File: src/rtl/spr_pkg.sv
// Shared types for the spr_burst scratchpad: command opcodes and FSM states.
package spr_pkg;

  localparam int OPCODE_W = 2;

  typedef enum logic [1:0] {
    OP_WADDR  = 2'b00,
    OP_WDATA  = 2'b01,
    OP_RADDR  = 2'b10,
    OP_RBURST = 2'b11
  } op_e;

  typedef enum logic [1:0] {
    IDLE  = 2'b00,
    FETCH = 2'b01,
    SEND  = 2'b10
  } state_e;

endpackage

File: src/rtl/spr_mem.sv
// Single-port storage array for spr_burst: one access per cycle, synchronous
// read with a held read register, so the read word stays put while no read
// is issued. The registered rpar is the XOR of the whole word read out.
module spr_mem #(
  parameter int WIDTH  = 8,
  parameter int ADDR_W = 8,
  parameter int DEPTH  = 256
) (
  input  logic              clk,
  input  logic              rst,
  input  logic              en,
  input  logic              we,
  input  logic [ADDR_W-1:0] addr,
  input  logic [WIDTH-1:0]  wdata,
  output logic [WIDTH-1:0]  rdata,
  output logic              rpar
);

  logic [WIDTH-1:0] mem_r [DEPTH];
  logic [WIDTH-1:0] rdata_r;
  logic             rpar_r;

  // Storage write; contents are intentionally not cleared by reset.
  always_ff @(posedge clk) begin
    if (en && we) begin
      mem_r[addr] <= wdata;
    end
  end

  // Synchronous read register, holds its value between reads.
  always_ff @(posedge clk) begin
    if (rst) begin
      rdata_r <= {WIDTH{1'b0}};
      rpar_r  <= 1'b0;
    end else if (en && !we) begin
      rdata_r <= mem_r[addr];
      rpar_r  <= ^mem_r[addr];
    end else begin
      rdata_r <= rdata_r;
      rpar_r  <= rpar_r;
    end
  end

  assign rdata = rdata_r;
  assign rpar  = rpar_r;

endmodule

File: src/rtl/spr_burst.sv
// Scratchpad with a command port (write address / write data / read address /
// read burst) and a valid/ready burst read port streaming one word per cycle.
// Optional feature: define SPR_PARITY_EN to store an even-parity bit with each
// word and flag mismatches on par_err; otherwise par_err is tied low.
module spr_burst
  import spr_pkg::*;
#(
  parameter int DATA_W    = 8,
  parameter int ADDR_W    = 8,
  parameter int MEM_DEPTH = 2**ADDR_W
) (
  input  logic                clk,
  input  logic                rst,
  input  logic [DATA_W+1:0]   din,
  input  logic                rx_valid,
  output logic                cmd_ready,
  output logic [DATA_W-1:0]   dout,
  output logic                tx_valid,
  input  logic                tx_ready,
  output logic                par_err
);

`ifdef SPR_PARITY_EN
  localparam int MEM_W = DATA_W + 1;
`else
  localparam int MEM_W = DATA_W;
`endif

  state_e              state_r;
  logic [ADDR_W-1:0]   write_addr_r;
  logic [ADDR_W-1:0]   read_addr_r;
  logic [DATA_W-1:0]   remaining_r;
  logic                tx_valid_r;
  logic                cmd_ready_r;

  logic                accept_s;
  op_e                 opcode_s;
  logic [DATA_W-1:0]   payload_s;
  logic                mem_en_s;
  logic                mem_we_s;
  logic [ADDR_W-1:0]   mem_addr_s;
  logic [MEM_W-1:0]    mem_wdata_s;
  logic [MEM_W-1:0]    mem_rdata_s;
  logic                mem_rpar_s;
  logic                unused_s;

  // Loaded addresses are reduced into the implemented depth.
  function automatic logic [ADDR_W-1:0] mod_addr(input logic [ADDR_W-1:0] a);
    return ADDR_W'(32'(a) % 32'(MEM_DEPTH));
  endfunction

  // Increment with wrap at MEM_DEPTH-1.
  function automatic logic [ADDR_W-1:0] next_addr(input logic [ADDR_W-1:0] a);
    return (a == ADDR_W'(MEM_DEPTH - 1)) ? {ADDR_W{1'b0}} : a + {{(ADDR_W-1){1'b0}}, 1'b1};
  endfunction

`ifdef SPR_PARITY_EN
  // Even parity: stored bit makes the XOR of the whole stored word zero.
  function automatic logic even_par(input logic [DATA_W-1:0] d);
    return ^d;
  endfunction
`endif

  assign opcode_s  = op_e'(din[DATA_W+1:DATA_W]);
  assign payload_s = din[DATA_W-1:0];
  assign accept_s  = rx_valid && cmd_ready_r;

  // Memory port arbitration: writes only in IDLE, reads only in FETCH/SEND.
  always_comb begin
    mem_we_s   = 1'b0;
    mem_en_s   = 1'b0;
    mem_addr_s = read_addr_r;
    if (!rst && accept_s && (opcode_s == OP_WDATA)) begin
      mem_we_s   = 1'b1;
      mem_en_s   = 1'b1;
      mem_addr_s = write_addr_r;
    end else if (!rst && ((state_r == FETCH) ||
                          ((state_r == SEND) && tx_ready && (remaining_r != {DATA_W{1'b0}})))) begin
      mem_en_s   = 1'b1;
      mem_addr_s = read_addr_r;
    end else begin
      mem_we_s   = 1'b0;
      mem_en_s   = 1'b0;
    end
  end

`ifdef SPR_PARITY_EN
  assign mem_wdata_s = {even_par(payload_s), payload_s};
  assign par_err     = mem_rpar_s;
  assign unused_s    = mem_rdata_s[DATA_W];
`else
  assign mem_wdata_s = payload_s;
  assign par_err     = 1'b0;
  assign unused_s    = mem_rpar_s;
`endif

  spr_mem #(
    .WIDTH  (MEM_W),
    .ADDR_W (ADDR_W),
    .DEPTH  (MEM_DEPTH)
  ) u_mem (
    .clk   (clk),
    .rst   (rst),
    .en    (mem_en_s),
    .we    (mem_we_s),
    .addr  (mem_addr_s),
    .wdata (mem_wdata_s),
    .rdata (mem_rdata_s),
    .rpar  (mem_rpar_s)
  );

  // Command decode and burst FSM with registered handshake outputs.
  always_ff @(posedge clk) begin
    if (rst) begin
      state_r      <= IDLE;
      write_addr_r <= {ADDR_W{1'b0}};
      read_addr_r  <= {ADDR_W{1'b0}};
      remaining_r  <= {DATA_W{1'b0}};
      tx_valid_r   <= 1'b0;
      cmd_ready_r  <= 1'b1;
    end else begin
      case (state_r)
        IDLE: begin
          if (accept_s) begin
            case (opcode_s)
              OP_WADDR:  write_addr_r <= mod_addr(payload_s[ADDR_W-1:0]);
              OP_WDATA:  write_addr_r <= next_addr(write_addr_r);
              OP_RADDR:  read_addr_r  <= mod_addr(payload_s[ADDR_W-1:0]);
              OP_RBURST: begin
                remaining_r <= payload_s;
                state_r     <= FETCH;
                cmd_ready_r <= 1'b0;
              end
              default:   state_r <= IDLE;
            endcase
          end
        end
        FETCH: begin
          tx_valid_r  <= 1'b1;
          read_addr_r <= next_addr(read_addr_r);
          state_r     <= SEND;
        end
        SEND: begin
          if (tx_ready) begin
            if (remaining_r != {DATA_W{1'b0}}) begin
              remaining_r <= remaining_r - {{(DATA_W-1){1'b0}}, 1'b1};
              read_addr_r <= next_addr(read_addr_r);
            end else begin
              tx_valid_r  <= 1'b0;
              state_r     <= IDLE;
              cmd_ready_r <= 1'b1;
            end
          end
        end
        default: begin
          state_r     <= IDLE;
          tx_valid_r  <= 1'b0;
          cmd_ready_r <= 1'b1;
        end
      endcase
    end
  end

  assign dout      = mem_rdata_s[DATA_W-1:0];
  assign tx_valid  = tx_valid_r;
  assign cmd_ready = cmd_ready_r;

endmodule

File: config.mk
export PLATFORM = sky130hd
export DESIGN_NAME = spr_burst
export DESIGN_NICKNAME = d
export VERILOG_FILES = /design/src/rtl/spr_pkg.sv /design/src/rtl/spr_mem.sv /design/src/rtl/spr_burst.sv
export SDC_FILE = /design/constraint.sdc
export NUM_CORES = 2
export LEC_CHECK = 0
export ABC_CLOCK_PERIOD_IN_PS = 3700
export BUFFER_PORTS_ARGS = -buffer_cell sky130_fd_sc_hd__buf_2
export CORE_MARGIN = 4
export CORE_UTILIZATION = 30
export CTS_CLUSTER_DIAMETER = 100
export DETAILED_ROUTE_END_ITERATION = 10
export SYNTH_ARGS = -nofsm -noshare
export SYNTH_HDL_FRONTEND = slang
export SYNTH_SLANG_ARGS = --single-unit
File: constraint.sdc
create_clock -name clk -period 3.7 [get_ports clk]
set_input_delay 0 -clock clk [delete_from_list [all_inputs] [get_ports clk]]
set_output_delay 0 -clock clk [all_outputs]
set_load 0.1 [all_outputs]
# --- After elaboration in Yosys (flattened, before gate mapping) ---
# Memories as Yosys holds them, arrays and structs flattened. A register that Yosys moved wholly into a read port is not among the register bits.
# Index checks and enable logic that the tools add are counted.
word_totals:
  reg_bits: 28
  latch_bits: 0
  mem_bits_rw: 2048
  mem_bits_ro: 0
  in_bits: 14
  out_inout_bits: 11
  wordCells: 80
  mem_count: 1
memory_table:
  columns: ["memory", "words", "word_bits", "rd", "rd_ports_with_merged_regs", "wr", "line", "text"]
  rows:
  - ["u_mem.mem_r", 256, 8, 1, 1, 1, "spr_mem.sv:19", "logic [WIDTH-1:0] mem_r [DEPTH];"]
classes:
  n_addsub: 3
  multipliers: 0
  div: 0
  n_lt_le_gt_ge: 0
  n_eq_ne: 13
  shift: 0
  muxes: 32
  bitwise: 2
  reduce_logical: 23
ops:
  columns: ["operator", "count"]
  rows:
  - ["$mux 8", 11]
  - ["$pmux 8 s2", 2]
  - ["$pmux 8 s3", 1]
  - ["$add 8x1->8 const B", 2]
  - ["$eq 8x8->1 const B", 2]
  - ["$reduce_and 5->1", 3]
  - ["$mux 1", 11]
  - ["$logic_and 1x1->1", 8]
  - ["$mux 2", 4]
  - ["$reduce_bool 8->1", 1]
  - ["$sub 8x1->8 const B", 1]
  - ["$eq 2x2->1 const B", 3]
  - ["$ne 2x1->1 const B", 3]
  - ["$ne 2x2->1 const B", 3]
  - ["$pmux 1 s3", 2]
  - ["$pmux 2 s3", 1]
  - ["$reduce_and 3->1", 2]
  - ["$eq 2x1->1 const B", 2]
  - ["$logic_not 2->1", 2]
  - ["$reduce_and 4->1", 1]
  - ["$reduce_bool 2->1", 2]
  - ["$reduce_bool 3->1", 1]
  - ["$logic_not 1->1", 2]
  - ["$not 1->1", 2]
  - ["$logic_or 1x1->1", 1]

# --- Longest topological paths before layout ---
depth:
  word_depth: 10
  depth_mapped: 13
  mapped_depth_nobuf: 9

# --- Modules after synthesis ---
# Synthesis repeated with hierarchy kept, for this count alone.
hier_totals:
  cells_unflattened: 3835
  hier_area_um2: 80698.6
by_module_without_submodules:
  columns: ["mod", "n_inst", "cells_per_inst", "area_per_inst_um2", "seq_area_each_um2"]
  rows:
  - ["spr_mem", 1, 3580, 78630.4, 61679.2]
  - ["spr_burst", 1, 255, 2068.2, 560.5]

# --- Worst setup path before layout ---
# OpenSTA, ideal clock, no wires.
synth_path:
  path_type: "reg2reg"
  startpoint: "register cmd_ready_r, in the netlist cmd_ready"
  endpoint: "memory u_mem.mem_r[152][0] (enable)"
  setup_ps: 383
  t_arrival_ps: 3477
  required_ps: 3317
  path_slack_ps: -161
  stages_incl_launch_ff: 9
  path_buffers: 3
  period_less_slack_ps: 3861
  path_cell_list: "dfxtp_1 and2_1 clkbuf_1 nand2_2 o31ai_1 clkbuf_1 nand2_1 clkbuf_1 nor3_1"
synth_via:
  elab_chain_cells: 7
  word_cells_on_any_way: 9
  cone_classes: "mux: 5; reduce/logical: 4"
synth_lines:
  columns: ["item", "line", "text"]
  rows:
  - ["start, declared", "spr_burst.sv:34", "logic cmd_ready_r;"]
  - ["start signal, assigned", "spr_burst.sv:120", "cmd_ready_r <= 1'b1;"]
  - ["start signal, assigned", "spr_burst.sv:132", "cmd_ready_r <= 1'b0;"]
  - ["start signal, assigned", "spr_burst.sv:151", "cmd_ready_r <= 1'b1;"]
  - ["$logic_and 1x1->1 (*)", "spr_burst.sv:66", "assign accept_s = rx_valid && cmd_ready_r;"]
  - ["$logic_and 1x1->1 (*) (2 in series)", "spr_burst.sv:73", "if (!rst && accept_s && (opcode_s == OP_WDATA)) begin"]
  - ["$mux 1", "spr_burst.sv:73", null]
  - ["$logic_and 1x1->1", "spr_mem.sv:25", "if (en && we) begin"]
  - ["$mux 1", "spr_mem.sv:25", null]
  - ["$mux 1 (not written as such)", "spr_mem.sv:26", "mem_r[addr] <= wdata;"]
  - ["end, declared", "spr_mem.sv:19", null]
# Every way passes the cells marked *; elsewhere a longest branch is shown, timed or not.

# --- Worst setup path after layout ---
layout_path:
  startpoint: "register cmd_ready_r, in the netlist cmd_ready"
  endpoint: "register u_mem.rdata_r[2], in the netlist u_mem.rdata[2], read port of u_mem.mem_r"
layout_via:
  elab_chain_cells: 6
  word_cells_on_any_way: 8
  cone_classes: "mux: 3; reduce/logical: 5"
layout_lines:
  columns: ["item", "line", "text"]
  rows:
  - ["$logic_and 1x1->1 (*)", "spr_burst.sv:66", null]
  - ["$logic_and 1x1->1 (*) (2 in series)", "spr_burst.sv:73", null]
  - ["$mux 1", "spr_burst.sv:73", null]
  - ["$logic_not 1->1", "spr_mem.sv:35", "end else if (en && !we) begin"]
  - ["$logic_and 1x1->1", "spr_mem.sv:35", null]
  - ["end, declared", "spr_mem.sv:20", "logic [WIDTH-1:0] rdata_r;"]
# Marked as above.
# A chain may end at the register's enable or synchronous reset.

==> out/metrics.yaml <==
status: "finished with violations"
failed_checks: "negative setup slack"
core_sq_um: 260000
ant_nets: 0
max_slew_margin_pct: 25.2
power.total_uw: 62800
cts_buffers: 194
ys_ff_latch: 2084
crit_end: "u_mem.rdata[2]"
cp_slowest_stage_delay_ps: 460
area_delta_synth_final_pct: 18.0
overflow: 0
crit_slowest_cell: "o41ai_2"
grt_pass1_vias: 45538
synth_ff_type: "edfxtp_1"
power_density_nw_per_um2: 680
die_w_microns: 519
avgSynthCellArea_sq_um: 16.6
pre_cts_ws_ps: -280
peakVddDrop_mv: 0.622
worst_pin_slew_ps: 1120
vias_per_cell: 5.43
r2r_slack_ps: -70
worstSetupStartpoint: "cmd_ready"
die_area_sq_um: 269000
grt_start_max_net_pins: 135
worst_slack_ps: -69.5
critPathMaxFanout: 46
layout_common_cells: "edfxtp_1, a22oi_1, a21oi_1"
hold_violations: 0
cts_buffer_depth: 3
synth_edf_count: 2048
numPortBuffers: 23
nFillCells: 24351
io_pins: 25
critPathTopFamily: "compound AO/OA/AOI/OAI gates"
synthTopCellsByArea: "edfxtp_1, a22oi_1, a21oi_1"
maxClockFrequency_ghz: 0.265
maxSlewViolCount: 0
worst_setup_hold_path_clk_slew_ps: 70
crit_buf_inv: 4
power_leakage_uw: 0.0278
cp.depth: 13
vias: 46805
first_pass_iters: 7
synth_nets: 4739
drive_gt1_share_pct: 16.0
cap_violations: 0
routed_wl_mm: 220
startpoint_type: "flip-flop"
drtIter0Drc: 6348
min_path_type: "primary input to flip-flop"
post-dp-hpwl_mm: 132
final_common_cell: "edfxtp_1"
nets: 5067
die_h_microns: 519
rr_worst_depth: 13
arrival_ps: 4440
yosys.area.top_type_share_pct: 78.6
finalCriticalPeriod_ps: 3770
grt_pass1_wl_mm: 319
drc: 0
rr_startpoint: "cmd_ready"
syn_inst: 4717
clk_latency_ps: 860
rsz0062_at_grt: "yes"
async_flop_share_pct: 0
worstReg2RegEnd: "u_mem.rdata[2]"
wire_per_inst_microns: 25.6
grtUsageTotal_pct: 15.7
cp_cell_sequence: "nand4b_4, o21ai_2, nand2_8, buf_4, buf_12, buf_4, a22oi_1, a21oi_1, o41ai_2, buf_4, a41oi_1, nor4_1, a21oi_1"
synth.distinct_cells: 61
cp_common_cell: "buf_4"
root_buffer: "clkbuf_16"
crit_required_ps: 4370
period_share_pct: 102
antenna_found_initial: 9
finalSetupViolations: 3
clock-sinks: 2084
synth_top_area_cell: "edfxtp_1"
start_util_pct: 30.1
end_kind: "flip-flop"
syn_area_sq_um: 78300
fp-row-count: 187
place_congestion: 0.859
cts_tree: "yes"
path_class: "flip-flop to flip-flop"
synth_warnings: 0
skew_ps: 96.8
htreeDepth: 4
seq_area_frac_synth_pct: 79.5
-- kinds of logic after synthesis --
logic type	synth area share [%]
other	0.00479
and+or+nand+nor	2.42
AOI/OAI and AO/OA	15.9
muxes	0.0639
DFF	79.5
buffers and inverters	2.02
adders and majority gates	0.128
-- Yosys cell counts (6+ instances only) --
master    count
a41oi_1      31
inv_1        19
buf_1        18
a21oi_1     547
o21ai_0      20
nand2b_1     14
clkbuf_1    230
o41ai_1     127
buf_2       101
a211oi_1      6
nand3_1      10
edfxtp_1   2048
dfxtp_1      36
buf_4         7
and2_1        7
nor4_1        8
a22oi_1    1022
a21boi_0     12
ha_1          8
o22ai_1       9
nor2_1      241
nand2_1      58
nor3_1       56
-- metrics by stage --
step                setup TNS (ps)  area (sq um)  util (%)  cells  hold slack (ps)
finish                        -109         92400      35.6   8617             61.5
global route                 -7100         92400      35.6   8614             77.9
CTS                          -43.7         92100      35.5   8608             10.8
detailed placement           -2530         85400      32.9   8231              422
global placement             -1200         85400      32.9   8231              424
floorplan                        0         78300         -   4717             98.9
-- worst reg2reg max path, stage by stage, from the launching register on --
cell	delay [ps]
dfxtp_2	370
nand4b_4	220
o21ai_2	340
nand2_8	200
buf_4	250
buf_12	190
buf_4	290
a22oi_1	250
a21oi_1	130
o41ai_2	470
buf_4	210
a41oi_1	210
nor4_1	340
a21oi_1	120
-- registers in the layout, summed over array words and instances, names as in the netlist --
register / cells
u_mem.rdata: 8
write_addr_r: 8
cmd_ready: 1
remaining_r: 8
state_r: 2
tx_valid: 1
read_addr_r: 8
u_mem.mem_r: 2048
-- repair_timing --
action	4_1_cts	5_1_grt
cloned	0	1
hold buffers	16	0
gates resized for setup	28	40
endpoints found under the hold margin	1284	0
pin swaps	0	6
setup buffers	0	3
endpoints found under the setup margin	52	106
-- routing by layer --
metal	track usage (%)	vias up	wire (microns)
met5	0	-	0
met4	4.23	0	5570
met3	2.81	319	17800
met2	25.3	2257	106000
met1	21.8	24089	91400
li1	-	20140	-
-- worst min path at each step --
stage / startpoint / slack (ps) / cells after the start / endpoint
2_1_floorplan: din[0] / 100 / 0 / u_mem.mem_r[0][0]
3_3_place_gp: din[8] / 420 / 3 / write_addr_r[1]
3_5_place_dp: din[8] / 420 / 3 / write_addr_r[1]
4_1_cts: rx_valid / 10 / 5 / u_mem.rdata[4]
5_1_grt: rx_valid / 80 / 6 / u_mem.rdata[5]
6_report: rx_valid / 60 / 6 / cmd_ready
-- power breakdown --
group          switching (uW)  total, uW  internal, uW
logic                   11300      16700          5470
clock network            8890      19800         10900
registers                 219      26300         26100
total                   20400      62800         42400
-- cell type report --
class	count	area [sq um]	share of cell area [%]
Tap cell	3402	4260	4.61
Sequential cell	2084	62200	67.4
Clock inverter	131	1360	1.47
Inverter	19	71.3	0.0772
Multi-Input combinational cell	2256	15000	16.3
Timing Repair Buffer	490	4430	4.80
Antenna cell	5	12.5	0.0135
Clock buffer	230	4990	5.40
No activity file was read; power rests on OpenSTA's default activity.
